===== src/rtl/serial_logic_unit.sv =====
// serial_logic_unit: multi-cycle bitwise logic engine (AND/OR/XOR/NOR).
// A request latches two WIDTH-bit operands and an opcode, the engine then
// produces the result SLICE bits per clock, and the finished result plus a
// zero flag is offered on a valid/ready response channel.
module serial_logic_unit #(
   parameter int WIDTH = 64,
   parameter int SLICE = 16
) (
   input  logic             clk,
   input  logic             rst_n,
   input  logic             req_valid,
   output logic             req_ready,
   input  logic [1:0]       op,
   input  logic [WIDTH-1:0] a,
   input  logic [WIDTH-1:0] b,
   output logic             resp_valid,
   input  logic             resp_ready,
   output logic [WIDTH-1:0] result,
   output logic             zero
);

   // WIDTH is expected to be an exact multiple of SLICE; a remainder would
   // leave the top bits of the result unwritten.
   localparam int NSLICE = WIDTH / SLICE;
   localparam int CW     = (NSLICE > 1) ? $clog2(NSLICE) : 1;
   localparam int IW     = (WIDTH > 1) ? $clog2(WIDTH) : 1;
   localparam logic [CW-1:0] LAST_SLICE = CW'(NSLICE - 1);

   localparam logic [1:0] OP_AND = 2'b00;
   localparam logic [1:0] OP_OR  = 2'b01;
   localparam logic [1:0] OP_XOR = 2'b10;
   localparam logic [1:0] OP_NOR = 2'b11;

   typedef enum logic [1:0] {
      IDLE = 2'b00,
      BUSY = 2'b01,
      DONE = 2'b10
   } state_t;

   state_t           state_q, state_d;
   logic [CW-1:0]    cnt_q, cnt_d;
   logic [WIDTH-1:0] a_q, a_d;
   logic [WIDTH-1:0] b_q, b_d;
   logic [1:0]       op_q, op_d;
   logic [WIDTH-1:0] result_q, result_d;

   logic [IW-1:0]    sliceBase;
   logic [SLICE-1:0] aSlice;
   logic [SLICE-1:0] bSlice;
   logic [SLICE-1:0] sliceOut;

   // Pick the operand slice addressed by the counter and apply the latched opcode.
   always_comb begin
      sliceBase = IW'(cnt_q) * IW'(SLICE);
      aSlice    = a_q[sliceBase +: SLICE];
      bSlice    = b_q[sliceBase +: SLICE];
      sliceOut  = '0;
      case (op_q)
         OP_AND:  sliceOut = aSlice & bSlice;
         OP_OR:   sliceOut = aSlice | bSlice;
         OP_XOR:  sliceOut = aSlice ^ bSlice;
         OP_NOR:  sliceOut = ~(aSlice | bSlice);
         default: sliceOut = '0;
      endcase
   end

   // Next-state logic: accept in IDLE, write one slice per clock in BUSY,
   // and hold the finished result in DONE until the consumer takes it.
   always_comb begin
      state_d  = state_q;
      cnt_d    = cnt_q;
      a_d      = a_q;
      b_d      = b_q;
      op_d     = op_q;
      result_d = result_q;
      case (state_q)
         IDLE: begin
            if (req_valid) begin
               state_d  = BUSY;
               a_d      = a;
               b_d      = b;
               op_d     = op;
               result_d = '0;
               cnt_d    = '0;
            end
         end
         BUSY: begin
            result_d[sliceBase +: SLICE] = sliceOut;
            if (cnt_q == LAST_SLICE) begin
               state_d = DONE;
               cnt_d   = '0;
            end else begin
               cnt_d = cnt_q + 1'b1;
            end
         end
         DONE: begin
            if (resp_ready) begin
               state_d = IDLE;
            end
         end
         default: begin
            state_d = IDLE;
         end
      endcase
   end

   // State and datapath registers; reset discards any in-flight operation.
   always_ff @(posedge clk or negedge rst_n) begin
      if (!rst_n) begin
         state_q  <= IDLE;
         cnt_q    <= '0;
         a_q      <= '0;
         b_q      <= '0;
         op_q     <= '0;
         result_q <= '0;
      end else begin
         state_q  <= state_d;
         cnt_q    <= cnt_d;
         a_q      <= a_d;
         b_q      <= b_d;
         op_q     <= op_d;
         result_q <= result_d;
      end
   end

   // Handshake flags come straight from the state register, so neither
   // channel has a combinational path from its partner's input.
   assign req_ready  = (state_q == IDLE);
   assign resp_valid = (state_q == DONE);
   assign result     = result_q;
   assign zero       = ~|result_q;

`ifndef SYNTHESIS
   // A pending response must stay put until it is taken.
   property pRespHold;
      @(posedge clk) disable iff (!rst_n)
         (resp_valid && !resp_ready) |=> (resp_valid && $stable(result));
   endproperty
   aRespHold: assert property (pRespHold);

   // Accept and response are mutually exclusive by construction.
   property pNoOverlap;
      @(posedge clk) disable iff (!rst_n)
         !(req_ready && resp_valid);
   endproperty
   aNoOverlap: assert property (pNoOverlap);
`endif

endmodule

===== config.mk =====
export PLATFORM = sky130hd
export DESIGN_NAME = serial_logic_unit
export DESIGN_NICKNAME = d
export VERILOG_FILES = /design/src/rtl/serial_logic_unit.sv
export SDC_FILE = /design/constraint.sdc
export NUM_CORES = 1
export LEC_CHECK = 0
export BUFFER_PORTS_ARGS = -buffer_cell sky130_fd_sc_hd__buf_2
export CORE_MARGIN = 2
export CORE_UTILIZATION = 45
export CTS_BUF_LIST = sky130_fd_sc_hd__clkbuf_2 sky130_fd_sc_hd__clkbuf_4 sky130_fd_sc_hd__clkbuf_8
export DETAILED_ROUTE_END_ITERATION = 10
export PLACE_DENSITY_LB_ADDON = 0.2
export SLEW_MARGIN = 25
export SYNTH_ARGS = -nofsm -noshare
export SYNTH_HDL_FRONTEND = slang
export SYNTH_SLANG_ARGS = --single-unit

===== constraint.sdc =====
create_clock -name clk -period 4.85 [get_ports clk]
set_clock_uncertainty 0.2 [all_clocks]
set_input_delay 0.7275 -clock clk [delete_from_list [all_inputs] [get_ports clk]]
set_output_delay 0.7275 -clock clk [all_outputs]
set_load 0.01 [all_outputs]

==> impl_results.md <==
* Final instance area at 11,100 µm²
* Distinct cell type count after synthesis at 39
* GR Overflow Total at 0
* Worst path arrival time at 2.21 ns
* Yosys reg bits at just under 200
* Mapped Nets at 1,154
* Die area at 22,500 µm²
* Largest fanout on the critical path at 3
* Initial Util at 0.457
* Tot Pwr at just under 8 mW
* H-tree depth at 4
* Sw power at approximately 3.4 mW
* LEAKAGE at about 6 nW
* CP top delay family: simple AND/OR/NAND/NOR gates
* Clk buf depth at 2
* DR DRC count at 0
* Post-route insts no fill at approximately 1,400
* R2R Path Start: cnt_q[0]
* Routed via count at around 7,400
* Crit. End Element: output port
* Gates resized, CTS repair at 0
* Most frequent CP cell: nor4_1
* Max cap viols at 0
* Core Area at 21,000 µm²
* Status: finished clean
* Hold buffers post-CTS at 0
* Post-synth top flop: dfrtp_1
* Max Clk Rate at around 320 MHz
* Hold Crit Class: in -> async
* Vias in the first global route at just over 7,000
* CTS tree: yes
* Largest stage delay, worst path at 0.58 ns
* Worst-case vdd ir drop at roughly 230 µV
* Worst Tran Pin Value at around 0.86 ns
* Initial antenna violation count at 1
* Synth Warn # at 0
* DIE HEIGHT at between 100 and 150 µm
* Root Buffer: clkbuf_8
* Synthesized area at 9590 µm²
* Total wire length at approximately 25,000 µm
* Slowest cell on crit path: nor4_1
* Placed insts at 1,415
* Post-synth EDFFs at 0
* Port bufs at 200
* Most Used Layer, Global Route: met2
* Total GRT Usage at 0.229
* Layout area overhead at 15.3%
* Vias/cell at ~5.1
* CP Data Required Time at ~3.9 ns
* IO Count at around 200
* Maximum number of pins on one net before global-route repair at ~140
* Synth async-reset ratio at 1.00
* Flop pwr share at 0.367
* Number of setup violations in the final report at 0
* Initial DRT Pass Iterations at 5
* DRT iter0 DRCs at just over 300
* Final hold vios at 0
* Internal power at between 4 and 5 mW
* Setup Buffers After CTS at 0
* Cell Pwr Density at about 710 nW/µm²
* Combinational share of power at 0.494
* First-pass GRT wire length at slightly below 40,000 µm
* DP Wirelength at roughly 18,000 µm
* Max-slew headroom at the worst pin at 0.421
* Post-route setup slack at 1.71 ns
* Met2 Use GR at 0.364
* Minimum clock period at ~3.1 ns
* CP startpoint: result[6]
* CP startpoint kind: flop
* CTS Buf Count at 17
* Die W at about 150 µm
* Mean Syn Cell Area at just under 10 µm²
* Setup slack at placement at 1.74 ns
* Sinks on Clock Net at ~200
* Wire length per cell at 17.2 µm
* Clock power frac at 0.139
* Grt met3 use at 0.0369
* Clock transition at path regs at approximately 0.10 ns
* Post-DP Area at around 11,000 µm²
* Std-Cell Rows at 53
* Final nets at between 1,000 and 1,500
* Critical path class: reg -> out
* Worst-skew pair later-pin latency at between 0.4 and 0.5 ns
* GPL Wtd Cong at approximately 0.77
* Cells after Synth at between 900 and 1,000
* Final Slew Violations at 0
* RSZ-0062 raised after global routing: no
* Sum Neg Setup Slack at 0 ns
* Worst path bufs/invs at 1
* Layout cells sized above 1 at 0.278
* Post-synthesis sequential area ratio at 0.517
* Met1 Resource Use GR at 0.312
* Antenna-violating nets left at 0
* Sw Ratio at 0.435
* Worst path cell trace: nor4_1 > nand4_1 > nor4_1 > buf_2
* Period Utilization, post-route at 0.647
[through the flow]
stage                      util  hold slack (ns)
after floorplan               -            0.232
after global placement    0.508            0.252
after detailed placement  0.508            0.258
after CTS                 0.527            0.167
after global routing      0.527            0.196
final                     0.527            0.148
[worst paths after layout]
kind	to	slack (ns)	depth (start not counted)
max	zero	1.71	4
min	result[8]	0.15	1
max reg2reg	result[41]	1.76	8
min reg2reg	a_q[60]	0.28	2
max in group asynchronous	cnt_q[1]	3.21	2
min in group clk	a_q[36]	0.23	3
[state kept, by name, summed over array words and instances, names as in the netlist]
| register | count |
|---|---|
| a_q | 64 |
| op_q | 2 |
| cnt_q | 2 |
| state_q | 2 |
| result | 64 |
| b_q | 64 |
[synth_stat cells, types with 4 or more instances]
cell      number  area, µm²
clkbuf_1       7       26.3
ha_1          36        450
nor4_1        17        106
o21ai_0       22        110
o31ai_1        4       30.0
buf_6         20        225
a21oi_4        4       65.1
nand2_1      455       1710
inv_1         34        128
nand4_1        4       25.0
dfrtp_1      198       4950
mux2_2        13        146
a21oi_1        4       20.0
mux4_2        32        721
o21ai_1       34        170
nor2_1        18       67.6
buf_2         24        120
nor2b_1        4       25.0
a211oi_1      14        105
a21oi_2       10       87.6
o21ai_2       11       96.3
[power groups by stage]
stage          registers [mW]  logic, mW  clock network, mW
2_1_floorplan            2.72       2.95                  0
3_3_place_gp             2.87       3.75                  0
3_5_place_dp             2.89       3.87                  0
4_1_cts                  2.86       3.89               1.10
5_1_grt                  2.95       4.32               1.17
6_report                 2.86       3.85               1.09
[cell type report]
cell class	instances	area (µm²)
Antenna cell	1	2.50
Clock buffer	21	283
Clock inverter	10	121
Fill cell	1988	9900
Inverter	35	134
Multi-Input combinational cell	696	4110
Sequential cell	198	4960
Tap cell	275	344
Timing Repair Buffer	211	1100
[per-layer routing]
| layer | vias up | share of wire |
|---|---|---|
| met3 | 39 | 0.046 |
| met2 | 210 | 0.48 |
| met1 | 3610 | 0.45 |
| li1 | 3567 | - |
| met4 | 0 | 0.029 |
| met5 | - | 0 |
[layout by cell type (no fill, tap or decap), types with 10 or more instances in the layout]
| cell type | Yosys | routed |
|---|---|---|
| nor4_1 | 17 | 17 |
| o21ai_2 | 11 | 11 |
| buf_2 | 24 | 199 |
| o21ai_0 | 22 | 22 |
| mux2_2 | 13 | 13 |
| ha_1 | 36 | 36 |
| mux4_2 | 32 | 32 |
| a211oi_1 | 14 | 14 |
| buf_4 | 2 | 10 |
| dfrtp_1 | 198 | 196 |
| inv_1 | 34 | 34 |
| o21ai_1 | 34 | 34 |
| clkbuf_8 | 0 | 21 |
| nand2_1 | 455 | 455 |
| nor2_1 | 18 | 18 |
| a21oi_2 | 10 | 10 |
[logic make-up after synthesis]
kind of cell	share of synthesized area
buf+inv	0.0569
fa+ha+maj	0.0470
simple gates	0.215
flops	0.517
mux	0.0916
compound gates	0.0723
Power figures use the tool's default switching activity.
